[src/rtl/dm_arbiter.sv]
`timescale 1ns/1ps
// Data-memory arbiter: the M-stage port normally wins, and the loader port is granted
// after a bounded streak of M wins. One memory transaction is outstanding at a time.
module dm_arbiter #(
  parameter int MAX_STREAK = 4,
  parameter int TIMEOUT    = 16
) (
  input  logic        clk,
  input  logic        reset,
  input  logic        m_req,
  input  logic        m_we,
  input  logic [31:0] m_addr,
  input  logic [31:0] m_wdata,
  input  logic        l_req,
  input  logic        l_we,
  input  logic [31:0] l_addr,
  input  logic [31:0] l_wdata,
  output logic        m_done,
  output logic        m_err,
  output logic [31:0] m_rdata,
  output logic        l_done,
  output logic        l_err,
  output logic [31:0] l_rdata,
  output logic        m_stall,
  output logic        mem_req,
  output logic        mem_we,
  output logic [31:0] mem_addr,
  output logic [31:0] mem_wdata,
  input  logic [31:0] mem_rdata,
  input  logic        mem_ack,
  output logic        busy
);

  localparam logic [3:0] STREAK_LIM = 4'(MAX_STREAK);
  localparam logic [7:0] TO_LAST    = 8'(TIMEOUT - 1);

  typedef enum logic [1:0] {
    IDLE = 2'd0,
    BUSY = 2'd1,
    DONE = 2'd2
  } state_e;

  state_e      state_q, state_d;
  logic        sel_l_q, sel_l_d;
  logic [3:0]  streak_q, streak_d;
  logic [7:0]  tcnt_q, tcnt_d;
  logic        mem_req_q, mem_req_d;
  logic        mem_we_q, mem_we_d;
  logic [31:0] mem_addr_q, mem_addr_d;
  logic [31:0] mem_wdata_q, mem_wdata_d;
  logic [31:0] m_rdata_q, m_rdata_d;
  logic [31:0] l_rdata_q, l_rdata_d;
  logic        m_err_q, m_err_d;
  logic        l_err_q, l_err_d;
  logic        grant_l;

  assign grant_l = l_req & (~m_req | (streak_q == STREAK_LIM));

  always_ff @(posedge clk or negedge reset) begin
    if (!reset) begin
      state_q     <= IDLE;
      sel_l_q     <= 1'b0;
      streak_q    <= '0;
      tcnt_q      <= '0;
      mem_req_q   <= 1'b0;
      mem_we_q    <= 1'b0;
      mem_addr_q  <= '0;
      mem_wdata_q <= '0;
      m_rdata_q   <= '0;
      l_rdata_q   <= '0;
      m_err_q     <= 1'b0;
      l_err_q     <= 1'b0;
    end else begin
      state_q     <= state_d;
      sel_l_q     <= sel_l_d;
      streak_q    <= streak_d;
      tcnt_q      <= tcnt_d;
      mem_req_q   <= mem_req_d;
      mem_we_q    <= mem_we_d;
      mem_addr_q  <= mem_addr_d;
      mem_wdata_q <= mem_wdata_d;
      m_rdata_q   <= m_rdata_d;
      l_rdata_q   <= l_rdata_d;
      m_err_q     <= m_err_d;
      l_err_q     <= l_err_d;
    end
  end

  always_comb begin
    state_d     = state_q;
    sel_l_d     = sel_l_q;
    streak_d    = streak_q;
    tcnt_d      = tcnt_q;
    mem_req_d   = mem_req_q;
    mem_we_d    = mem_we_q;
    mem_addr_d  = mem_addr_q;
    mem_wdata_d = mem_wdata_q;
    m_rdata_d   = m_rdata_q;
    l_rdata_d   = l_rdata_q;
    m_err_d     = m_err_q;
    l_err_d     = l_err_q;

    // The streak only measures how long the loader has been kept waiting.
    if (!l_req) streak_d = '0;

    case (state_q)
      IDLE: begin
        if (m_req | l_req) begin
          state_d   = BUSY;
          sel_l_d   = grant_l;
          tcnt_d    = '0;
          mem_req_d = 1'b1;
          if (grant_l) begin
            mem_we_d    = l_we;
            mem_addr_d  = l_addr & 32'hFFFF_FFFC;
            mem_wdata_d = l_wdata;
            streak_d    = '0;
          end else begin
            mem_we_d    = m_we;
            mem_addr_d  = m_addr & 32'hFFFF_FFFC;
            mem_wdata_d = m_wdata;
            if (l_req) streak_d = (streak_q == STREAK_LIM) ? streak_q : streak_q + 4'd1;
          end
        end
      end
      BUSY: begin
        // An ack on the final allowed cycle still completes without error.
        if (mem_ack || (tcnt_q == TO_LAST)) begin
          state_d   = DONE;
          mem_req_d = 1'b0;
          mem_we_d  = 1'b0;
          if (sel_l_q) begin
            l_err_d = ~mem_ack;
            if (!mem_ack)      l_rdata_d = '0;
            else if (!mem_we_q) l_rdata_d = mem_rdata;
          end else begin
            m_err_d = ~mem_ack;
            if (!mem_ack)      m_rdata_d = '0;
            else if (!mem_we_q) m_rdata_d = mem_rdata;
          end
        end else begin
          tcnt_d = tcnt_q + 8'd1;
        end
      end
      DONE:    state_d = IDLE;
      default: state_d = IDLE;
    endcase
  end

  assign m_done    = (state_q == DONE) & ~sel_l_q;
  assign l_done    = (state_q == DONE) &  sel_l_q;
  assign m_err     = m_err_q;
  assign l_err     = l_err_q;
  assign m_rdata   = m_rdata_q;
  assign l_rdata   = l_rdata_q;
  assign m_stall   = m_req & ~m_done;
  assign mem_req   = mem_req_q;
  assign mem_we    = mem_we_q;
  assign mem_addr  = mem_addr_q;
  assign mem_wdata = mem_wdata_q;
  assign busy      = (state_q != IDLE);

endmodule
[config.mk]
export PLATFORM = sky130hd
export DESIGN_NAME = dm_arbiter
export DESIGN_NICKNAME = d
export VERILOG_FILES = /design/src/rtl/dm_arbiter.sv
export SDC_FILE = /design/constraint.sdc
export NUM_CORES = 1
export LEC_CHECK = 0
export BUFFER_PORTS_ARGS = -buffer_cell sky130_fd_sc_hd__buf_4
export CAP_MARGIN = 0
export CORE_AREA = 2 2 126 128
export DETAILED_ROUTE_END_ITERATION = 16
export DIE_AREA = 0 0 128 130
export PLACE_DENSITY = 0.74
export SYNTH_ARGS = -nofsm -noshare
export SYNTH_HDL_FRONTEND = slang
export SYNTH_SLANG_ARGS = --single-unit
export TNS_END_PERCENT = 50
[constraint.sdc]
create_clock -name clk -period 1.8 [get_ports clk]
set_clock_uncertainty 0.15 [all_clocks]
set_input_delay 0.36 -clock clk [delete_from_list [all_inputs] [get_ports clk]]
set_output_delay 0.36 -clock clk [all_outputs]
set_load 0.005 [all_outputs]
Word-level counts from Yosys, hierarchy flattened
Index checks and enable logic that the tools add are counted.
- $add $sub $neg: 2
- equal/unequal tests: 9
- muxes and demuxes: 22
- bitwise gates (word level): 10
- reduce and logical (&&, ||, !) cells: 12
- operators with widths (cell ; count):
    $mux W32 ; 4
    $mux W4 ; 6
    $mux W8 ; 2
    $pmux W8 S2 ; 1
    $reduce_and A3 Y1 ; 4
    $add A8 B1 Y8 const B ; 1
    $eq A8 B4 Y1 const B ; 1
    $ne A2 B2 Y1 const B ; 4
    $reduce_and A4 Y1 ; 2
    $ne A5 B5 Y1 const B ; 1
    $add A4 B1 Y4 const B ; 1
    $and A1 B1 Y1 ; 4
    $eq A4 B3 Y1 const B ; 1
    $mux W1 ; 4
    $mux W2 ; 2
    $not A1 Y1 ; 4
    $pmux W1 S2 ; 2
    $pmux W2 S2 ; 1
    $reduce_and A2 Y1 ; 2
    $reduce_bool A2 Y1 ; 2
    $eq A2 B1 Y1 const B ; 1
    $eq A2 B2 Y1 const B ; 1
    $logic_not A2 Y1 ; 1
    $or A1 B1 Y1 ; 2
    $logic_or A1 B1 Y1 ; 1
- register bits: 147
- bits of input ports: 167
- output and inout port bits: 136
- logic and storage cells: 67

Longest topological paths before layout
Gate-level depths: netlist of the first run.
- depth after elaboration: 6
- depth in mapped cells: 8
- mapped depth without buffers: 6

Least setup slack after synthesis of the first run
OpenSTA, ideal clock, no wires.
- kind: flip-flop to flip-flop
- start point: reg tcnt_q[4]
- end point: reg l_rdata_q[10], in the netlist l_rdata[10]
- library setup time: 0.122 ns
- arrival: 1.602 ns
- required time: 1.528 ns
- path slack: -0.073 ns
- stages on the path, launching flop included: 6
- path buffers: 1
- period minus slack after synthesis: 1.873 ns
- path through: dfrtp_1 -> or4_4 -> nor3_4 -> o21ai_2 -> buf_6 -> a32o_1
- word-level cells in the longest chain between the ends: 3
- ends and longest elaborated chain (what ; RTL line ; source):
    start: declaration ; 46 ; logic [7:0] tcnt_q, tcnt_d;
    start signal: assignment ; 77 ; tcnt_q <= tcnt_d;
    $eq A8 B4 Y1 ; 128 ; if (mem_ack || (tcnt_q == TO_LAST)) begin
    $logic_or A1 B1 Y1 ; 128 ;
    $reduce_and A4 Y1 (no line) ; - ;
    end signal: assignment ; 83 ; l_rdata_q <= l_rdata_d;
    end: declaration ; 52 ; logic [31:0] l_rdata_q, l_rdata_d;
No other way between the ends.
A chain may end at the register's enable or synchronous reset.

Final worst setup path of the first run
- start point: reg tcnt_q[4]
- end point: reg l_rdata_q[23], in the netlist l_rdata[23]
The elaborated chain is that of the path after synthesis.

==> impl_metrics.csv, run 1 <==
group,metric,value,unit
status,status,"complete, but fails checks",
status,violations,"negative setup slack",
timing,period_needed,1.865,ns
yosys,synth_cell_type_count,39,
run,maxCapViolations,0,
global_routing,grt_pass1_vias,5651,
cts,cts_buffer_depth,2,
yosys,synth_cells,591,
cts,insertion_delay,0.41,ns
timing,rsz0062_at_grt,"true",
cells_and_area,design_area,9397,um^2
cells_and_area,finish.utilization,60.92,%
power_and_ir_drop,switching_share,34.65,%
placement,postPlaceCellArea,8787,um^2
power_and_ir_drop,totalPowerFinal,15.50,mW
die,die_y,130,um
yosys,ys_ff_latch,145,
power_and_ir_drop,power.internal,10.13,mW
timing,fin_crit_sh,103.6,%
route,wl_per_cell,17.15,um
placement,dp_cells,1066,
setup_path,worstSetupPathType,"reg -> reg",
global_routing,grt_max_degree,65,
power_and_ir_drop,pwr-share-seq,36.5,%
die,ios,303,
cts,cts.clk_slew.worst_paths,0.07,ns
die,fp-row-count,46,
placement,dp_slack,-0.06505,ns
power_and_ir_drop,clkPwrFrac,21.3,%
power_and_ir_drop,leakage,4.584,nW
setup_path,critPathArrivalTime,2.01,ns
route,vias,5809,
timing,finalSetupViolCount,66,
yosys,syn_area,6284,um^2
die,core-area,15420,um^2
timing,drv_slew,0,
global_routing,grt_pass1_wl,29210,um
power_and_ir_drop,power_switching,5.371,mW
placement,io_buffers,296,
worst_hold_path,holdCritPathClass,"in -> reg",
power_and_ir_drop,ir_worst_vdd,677.9,uV
yosys,yosysWarnings,0,
power_and_ir_drop,powerDensity,1650,nW/um^2
route,routed_wl,18850,um
placement,gp_congestion,0.7969,
cts,cts_root_buf,"clkbuf_16",
yosys,yosysTopAreaCellShare,57.75,%
global_routing,gr-total-overflow,0,
global_routing,grt_usage,22.28,%
cts,clkSinkCount,145,
route,drt_iter0_drc,340,
power_and_ir_drop,power_frac_comb,42.2,%
cts,cts_buffers,17,
timing,hold_viol,0,
route,drt_first_pass_iters,5,
yosys,synth_top_cell_by_area,"dfrtp_1",
cells_and_area,syn_to_final_growth,49.54,%
yosys,synthTopCellsByArea,"dfrtp_1 58%, a21oi_1 10%, a32o_1 10%, nor2_1 4.3%, nand2_1 4.2%",
cells_and_area,antennaDiodeCount,0,
die,die_area,16640,um^2
timing,setup_ws,-0.06481,ns
setup_path,path_max_fanout,32,
cts,htree_levels,4,
global_routing,grt_antenna_before_repair,0,
cells_and_area,fin_cells,1099,
cells_and_area,nNetsFinal,1064,
cts,cts_tree,"built",
setup_path,cp.required,1.95,ns
route,ant_nets,0,
yosys,synth.yosys.seq_area_share,57.75,%
die,chipWidth,128,um
die,start_util,40.74,%
route,via_per_inst,5.286,
timing,fmax,0.5362,GHz
setup_path,start_kind,"flop",
cells_and_area,drive_gt1_share,42.89,%
route,drc,0,
yosys,synth.avg_cell_area,10.63,um^2
placement,place_hpwl,13620,um
setup_path,worstSetupEndpointType,"flop",
==> power by group through the flow <==
stage | combinational, mW | sequential [mW] | clock, mW
2_1_floorplan | 3.03 | 5.71 | 0
3_3_place_gp | 6.42 | 5.63 | 0
3_5_place_dp | 6.56 | 5.69 | 0
4_1_cts | 6.58 | 5.64 | 3.38
5_1_grt | 7.16 | 5.85 | 3.54
6_report | 6.54 | 5.65 | 3.30
==> synth_stat cells (all sizes together) <==
library cell  count
xnor2             1
o21a              1
nor2             73
nand4             3
or4               2
a21o              1
buf              16
nor3              1
and2              1
conb              1
and3              3
dfrtp           145
ha                3
a311oi            1
xor2              5
nand2            71
and3b             2
clkbuf           35
o211ai            2
o31ai             1
nor2b             1
o21ai            10
nand3             5
a32o             65
a22o              1
and2b             2
inv               7
a21oi           130
nor3b             2
==> cells in the final DEF, fill, tap and decap left out, types with 4 or more instances in the layout <==
cell / instances
nor2_1: 71
a32o_1: 65
a21oi_2: 4
buf_12: 10
buf_4: 321
dfrtp_1: 143
xor2_1: 5
a21oi_1: 126
clkbuf_16: 17
inv_1: 6
o21ai_0: 4
inv_6: 5
nand3_1: 5
nand2_1: 71
==> area by class of cell <==
type                    instances  area, um^2
flip-flops and latches        145        3631
clock buffers                  17       425.4
clock inverters                15       125.1
fillers                      1317        6028
repair buffers                334        2643
inverters                       7       26.28
multi-input cells             389        2306
well taps                     192       240.2
==> state kept, by name, indices dropped and copies added, names as in the netlist <==
register / cells
tcnt_q: 8
l_err: 1
l_rdata: 32
mem_we: 1
mem_addr: 30
sel_l_q: 1
m_err: 1
state_q: 2
m_rdata: 32
mem_req: 1
mem_wdata: 32
streak_q: 4
==> logic make-up after synthesis <==
group                      count (synthesis)  synth area share (%)
xor gates and xnor gates                   6                0.8363
and+or+nand+nor                          166                 11.29
other                                      1               0.05968
buffers and inverters                     58                 6.790
DFF                                      145                 57.75
AOI/OAI and AO/OA                        212                 22.68
adders and majority gates                  3                0.5974
==> per-layer routing <==
| layer | wire, um | global-route usage, % | part of all wire (%) | vias up |
|---|---|---|---|---|
| li1 | - | - | - | 2728 |
| met4 | 414 | 8.016 | 2.2 | 0 |
| met5 | 0 | 0 | 0 | - |
| met2 | 9321 | 36.05 | 49 | 237 |
| met3 | 1521 | 6.765 | 8.1 | 25 |
| met1 | 7593 | 28.62 | 40 | 2819 |
==> worst max-delay path: stages, from the launching register on <==
cell and delay, ns:
dfrtp_1 0.37, or4_4 0.55, nor3_4 0.17, o21ai_2 0.10
buf_12 0.17, a32o_1 0.22
==> what timing repair did <==
action	in CTS	in global routing
hold buffers	1	0
pin swaps	2	1
resized for setup	3	12
setup endpoints to repair	71	129
endpoints found under the hold margin	63	0
setup buffers	0	0
gates cloned	0	0
==> path summary, 6_finish.rpt <==
check / start / end / slack (ns) / depth (start not counted)
setup / recovery: tcnt_q[4] / l_rdata[23] / -0.06 / 5
hold reg to reg: l_rdata[10] / l_rdata[10] / 0.34 / 1
min in group asynchronous: reset / m_rdata[10] / 0.26 / 2
setup reg to reg: tcnt_q[4] / l_rdata[23] / -0.06 / 5
max in group asynchronous: reset / state_q[0] / 0.67 / 3
hold / removal: m_wdata[22] / mem_wdata[22] / 0.03 / 3
==> per-stage QoR <==
stage	setup TNS, ns	hold WS (ns)
4_1_cts	-3.922	0.01187
3_5_place_dp	-3.337	0.1183
2_1_floorplan	-8.141	-0.08559
3_3_place_gp	-2.596	0.1206
6_report	-3.251	0.03020
5_1_grt	-8.524	0.01978
No activity file was read; power rests on OpenSTA's default activity.
==> run 2, diff against run 1 <==
==> constraint.sdc (replaced) <==
create_clock -name clk -period 1.8 [get_ports clk]
set_clock_uncertainty 0.15 [all_clocks]
set_input_delay 0.09 -clock clk [delete_from_list [all_inputs] [get_ports clk]]
set_output_delay 0.09 -clock clk [all_outputs]
set_load 0.005 [all_outputs]
==> impl_metrics.csv, run 2 (synthesized netlist as in run 1, its figures left out) <==
group,metric,value,unit
status,status,"complete, but fails checks",
status,violations,"negative setup slack",
cells_and_area,mostFrequentLayoutCells,"319 x buf_4, 162 x dlygate4sd3_1, 145 x dfrtp_1, 78 x a21oi_1, 70 x nor2_1",
run,maxCapViolations,0,
placement,io_buffers,296,
die,start_util,40.74,%
timing,finalSetupViolCount,126,
power_and_ir_drop,power_frac_comb,45.5,%
worst_hold_path,holdCritPathClass,"in -> reg",
setup_path,cpMostUsedCell,"buf_6",
setup_path,path_max_fanout,12,
setup_path,cp_slowest_stage_delay,0.37,ns
die,die_area,16640,um^2
cts,cts_buffer_depth,2,
setup_path,cp.required,1.97,ns
route,drc,0,
global_routing,gr-total-overflow,0,
cts,insertion_delay,0.41,ns
timing,fmax,0.4955,GHz
cts,htree_levels,4,
placement,postPlaceCellArea,8807,um^2
cts,cts.clk_slew.worst_paths,0.07,ns
cells_and_area,ff_latch_area,3628,um^2
cells_and_area,design_area,11690,um^2
timing,fin_crit_sh,112.1,%
cells_and_area,antennaDiodeCount,0,
cells_and_area,multi_input_area,2730,um^2
power_and_ir_drop,ir_worst_vdd,701.4,uV
cells_and_area,nNetsFinal,1235,
route,wl_per_cell,21.75,um
cts,cts_tree,"built",
cts,clkSinkCount,145,
cts,cts_root_buf,"clkbuf_16",
timing,period_needed,2.018,ns
route,via_per_inst,5.834,
placement,gp_congestion,0.8062,
power_and_ir_drop,leakage,5.482,nW
timing,rsz0062_at_grt,"true",
power_and_ir_drop,power_switching,6.377,mW
setup_path,critPathArrivalTime,2.19,ns
die,die_y,130,um
setup_path,crit_path_top_delay_cell,"dfrtp_1",
global_routing,grt_max_degree,65,
power_and_ir_drop,clkPwrFrac,20.8,%
route,ant_nets,0,
setup_path,worstSetupPathType,"reg -> reg",
setup_path,start_kind,"flop",
cts,cts_buffers,17,
cells_and_area,fill_cells,878,
setup_path,worstSetupEndpointType,"flop",
cells_and_area,drive_gt1_share,44.53,%
placement,place_hpwl,13430,um
global_routing,grt_antenna_before_repair,0,
route,vias,7409,
power_and_ir_drop,pwr-share-seq,33.7,%
timing,hold_viol,0,
power_and_ir_drop,switching_share,36.98,%
global_routing,grt_pass1_vias,7044,
power_and_ir_drop,powerDensity,1476,nW/um^2
die,ios,303,
cells_and_area,syn_to_final_growth,85.96,%
route,routed_wl,27630,um
global_routing,grt_usage,27.61,%
die,core-area,15420,um^2
die,fp-row-count,46,
power_and_ir_drop,power.internal,10.87,mW
timing,setup_ws,-0.2180,ns
die,chipWidth,128,um
route,drt_first_pass_iters,5,
placement,dp_slack,-0.06421,ns
setup_path,crit_chain,"inv_1 -> ha_2 -> and3b_2 -> buf_6 -> o21ai_4 -> buf_12 -> buf_6 -> nand2_1 -> a21oi_1",
timing,drv_slew,0,
global_routing,grt_pass1_wl,35840,um
cells_and_area,layout.cells.most_common,"buf_4",
route,drt_iter0_drc,512,
-- run 2: what timing repair did --
| action | CTS | global route |
|---|---|---|
| pin swaps | 2 | 55 |
| endpoints found under the hold margin | 280 | 0 |
| resized for setup | 9 | 124 |
| setup endpoints to repair | 92 | 134 |
| gates cloned | 0 | 7 |
| buffers inserted | 0 | 2 |
| hold buffers | 162 | 0 |
-- run 2: per-layer routing --
layer	global-route usage, %	up-vias	share of wire (%)
li1	-	3074	-
met1	33.13	3568	35
met2	47.66	599	49
met3	6.273	168	9.7
met4	12.73	0	6.7
met5	0	-	0
-- run 2: per-stage QoR --
stage	util (%)	total power, mW	setup TNS, ns	instances	hold slack [ns]
finish	75.75	17.24	-8.992	1270	0.04095
global route	75.75	18.06	-15.07	1270	0.06264
CTS	71.67	16.15	-4.525	1261	0.01496
detailed placement	57.10	12.21	-3.717	1067	-0.1338
global placement	57.10	12.06	-2.097	1067	-0.1365
floorplan	-	8.741	-8.141	592	-0.3556
-- run 2: path summary, 6_finish.rpt --
path | cells after the start | slack [ns] | from | endpoint
min reg2reg | 1 | 0.34 | m_rdata[7] | m_rdata[7]
min | 4 | 0.04 | m_req | state_q[0]
max in group asynchronous | 4 | 0.36 | reset | mem_wdata[25]
max | 9 | -0.22 | streak_q[0] | mem_wdata[26]
min in group asynchronous | 3 | 0.54 | reset | l_err
max reg2reg | 9 | -0.22 | streak_q[0] | mem_wdata[26]
-- run 2: worst max-delay path: cells and delay by family, from the launching register on --
| kind | cells | cell delay, ns |
|---|---|---|
| buf+inv | 4 | 0.57 |
| flops | 1 | 0.37 |
| compound gates | 2 | 0.35 |
| simple gates | 2 | 0.31 |
| fa+ha+maj | 1 | 0.16 |
-- run 2: layout make-up --
class                      instances  share of cell area (%)
clock buffer                      17                   3.641
clock inverter                    15                   1.456
timing repair buffer             505                   38.21
sequential                       145                   31.05
tap                              192                   2.056
inverter                           7                  0.2249
multi-input combinational        389                   23.36
-- run 2: power groups by stage --
stage,Clock [mW],Combinational (mW),Sequential [mW]
6_report,3.59,7.84,5.81
3_5_place_dp,0,6.53,5.68
4_1_cts,3.64,6.88,5.62
2_1_floorplan,0,3.03,5.71
3_3_place_gp,0,6.43,5.64
5_1_grt,3.79,8.31,5.96
==> run 3, diff against run 2 <==
- ABC_AREA: not set -> 1
- CORE_AREA: 2 2 126 128 -> 2 2 132 134
- DIE_AREA: 0 0 128 130 -> 0 0 134 136
- PLACE_DENSITY: 0.74 -> 0.75
==> impl_metrics.csv, run 3 <==
group,metric,value,unit
timing,drv_slew,0,
setup_path,crit_path_top_delay_cell,"dlygate4sd3_1",
cells_and_area,finish.utilization,71.30,%
global_routing,gr-total-overflow,0,
placement,dp_slack,0.06206,ns
global_routing,grt_antenna_before_repair,1,
yosys,yosysWarnings,0,
setup_path,worstSetupEndpointType,"async pin",
status,status,"finished, final reports clean",
route,vias,8604,
die,chipWidth,134,um
die,core-area,16880,um^2
yosys,synth_cells,969,
timing,finalSetupViolCount,0,
run,maxCapViolations,0,
placement,gp_congestion,0.8559,
cts,cts_buffer_depth,2,
setup_path,worstSetupPathType,"in -> async",
cts,cts.clk_slew.worst_paths,0.06,ns
yosys,yosysTopAreaCellShare,50.17,%
setup_path,path_max_fanout,37,
power_and_ir_drop,powerDensity,1304,nW/um^2
cells_and_area,fin_cells,1655,
placement,dp_cells,1457,
route,via_per_inst,5.199,
route,drc,0,
cts,insertion_delay,0.41,ns
power_and_ir_drop,leakage,6.627,nW
power_and_ir_drop,power_switching,6.058,mW
setup_path,critPathArrivalTime,2.21,ns
yosys,synth_cell_type_count,26,
cells_and_area,syn_to_final_growth,66.38,%
yosys,synth.avg_cell_area,7.463,um^2
worst_hold_path,holdCritPathClass,"reg -> reg",
yosys,synth_top_cell_by_area,"dfrtp_1",
cells_and_area,layout.cells.most_common,"nand2_1",
yosys,ys_ff_latch,145,
cells_and_area,antennaDiodeCount,0,
yosys,synthTopCellsByArea,"dfrtp_1 50%, nand2_1 20%, nand4_1 6.0%, inv_1 5.7%, nor2_1 4.2%",
route,drt_iter0_drc,609,
placement,io_buffers,296,
route,drt_first_pass_iters,5,
setup_path,start_kind,"input port",
yosys,synth.yosys.seq_area_share,50.17,%
die,die_y,136,um
power_and_ir_drop,switching_share,38.62,%
setup_path,crit_chain,"dlygate4sd3_1 -> dlygate4sd3_1 -> clkbuf_8 -> dlygate4sd3_1",
die,die_area,18220,um^2
placement,place_hpwl,15400,um
power_and_ir_drop,ir_worst_vdd,666.9,uV
yosys,synth.most_common_cell,"nand2_1",
timing,hold_viol,0,
power_and_ir_drop,clkPwrFrac,21.2,%
cells_and_area,mostFrequentLayoutCells,"392 x nand2_1, 309 x buf_4, 164 x dlygate4sd3_1, 145 x dfrtp_1, 109 x inv_1",
global_routing,grt_usage,30.85,%
cts,cts_tree,"built",
yosys,synthArstFlopShare,100.0,%
die,ios,303,
cells_and_area,nNetsFinal,1587,
cts,htree_levels,4,
yosys,syn_area,7232,um^2
setup_path,cp_slowest_stage_delay,0.69,ns
timing,setup_ws,0.05652,ns
route,wl_per_cell,16.98,um
die,start_util,42.85,%
timing,period_needed,1.743,ns
global_routing,grt_pass1_wl,44310,um
route,ant_nets,0,
yosys,ys.flop_type,"dfrtp_1",
timing,fmax,0.5736,GHz
timing,hold_ws,0.3223,ns
yosys,synth_edf_count,0,
setup_path,cp.required,2.27,ns
die,fp-row-count,48,
cts,clkSinkCount,145,
cts,cts_buffers,17,
power_and_ir_drop,power.internal,9.630,mW
timing,fin_crit_sh,96.86,%
setup_path,cpMostUsedCell,"dlygate4sd3_1",
cells_and_area,drive_gt1_share,26.57,%
global_routing,grt_pass1_vias,8739,
yosys,synth_commonest_cells,"393 x nand2_1, 145 x dfrtp_1, 110 x inv_1",
cts,cts_root_buf,"clkbuf_16",
power_and_ir_drop,pwr-share-seq,35.2,%
route,routed_wl,28100,um
power_and_ir_drop,power_frac_comb,43.6,%
global_routing,grt_max_degree,65,
[run 3: cell count changes in the layout (fill, tap and decap cells not counted), sizes merged, moves of 3 or more]
cell	delta
clkbuf	-3
clkinvlp	+3
nand3	+17
a21oi	-129
buf	-17
a32o	-65
o21ai	+59
and3	-3
inv	+104
nand2	+326
nor2	+12
nand4	+66
xor2	-4
[run 3: kinds of logic after synthesis]
logic type / Yosys count / synth area share [%]
other: 1 / 0.05185
AOI/OAI and AO/OA: 70 / 5.000
xor gates and xnor gates: 4 / 0.4845
and+or+nand+nor: 574 / 33.34
adders and majority gates: 3 / 0.5191
DFF: 145 / 50.17
buffers and inverters: 172 / 10.43
[run 3: metal layers]
metal	routed length, um	GRT usage, %
met1	10340	36.04
met4	1408	16.49
met5	11	0
met3	2440	7.345
met2	13890	52.71
[run 3: critical path: cells and delay by family]
family | cells | cell delay [ns]
buf+inv | 4 | 2.12
[run 3: final cells by class]
type / count / area [um^2]
fillers: 1147 / 4843
repair buffers: 487 / 4243
flip-flops and latches: 145 / 3628
multi-input cells: 653 / 2904
clock buffers: 17 / 425.4
inverters: 113 / 424.2
well taps: 225 / 281.5
clock inverters: 15 / 126.4
[run 3: power groups by stage]
stage | clock network, mW | logic, mW | registers [mW]
2_1_floorplan | 0 | 2.66 | 5.46
3_3_place_gp | 0 | 6.10 | 5.41
3_5_place_dp | 0 | 6.23 | 5.45
4_1_cts | 3.39 | 6.54 | 5.41
5_1_grt | 3.53 | 7.39 | 5.65
6_report | 3.33 | 6.84 | 5.52
[run 3: metrics by stage]
step	setup TNS (ns)	power, mW	area, um^2
finish	0	15.69	12030
floorplan	0	8.126	7236
detailed placement	0	11.68	9768
global route	-0.0006743	16.58	12030
global placement	0	11.51	9768
CTS	0	15.33	11960
[run 3: path summary, 6_finish.rpt]
| check | cells after the start | slack [ns] | to | startpoint |
|---|---|---|---|---|
| min in group asynchronous | 3 | 0.56 | l_rdata[7] | reset |
| min | 2 | 0.32 | l_rdata[17] | l_rdata[17] |
| max | 4 | 0.06 | m_rdata[7] | reset |
| max reg2reg | 9 | 0.07 | mem_addr[19] | streak_q[0] |
| min reg2reg | 2 | 0.32 | l_rdata[17] | l_rdata[17] |
| max in group clk | 9 | 0.07 | mem_addr[19] | streak_q[0] |
[run 3: what timing repair did]
action,CTS,global route
hold endpoints to repair,276,0
resized for setup,0,15
buffers inserted,0,2
hold buffers,164,0
endpoints found under the setup margin,0,126
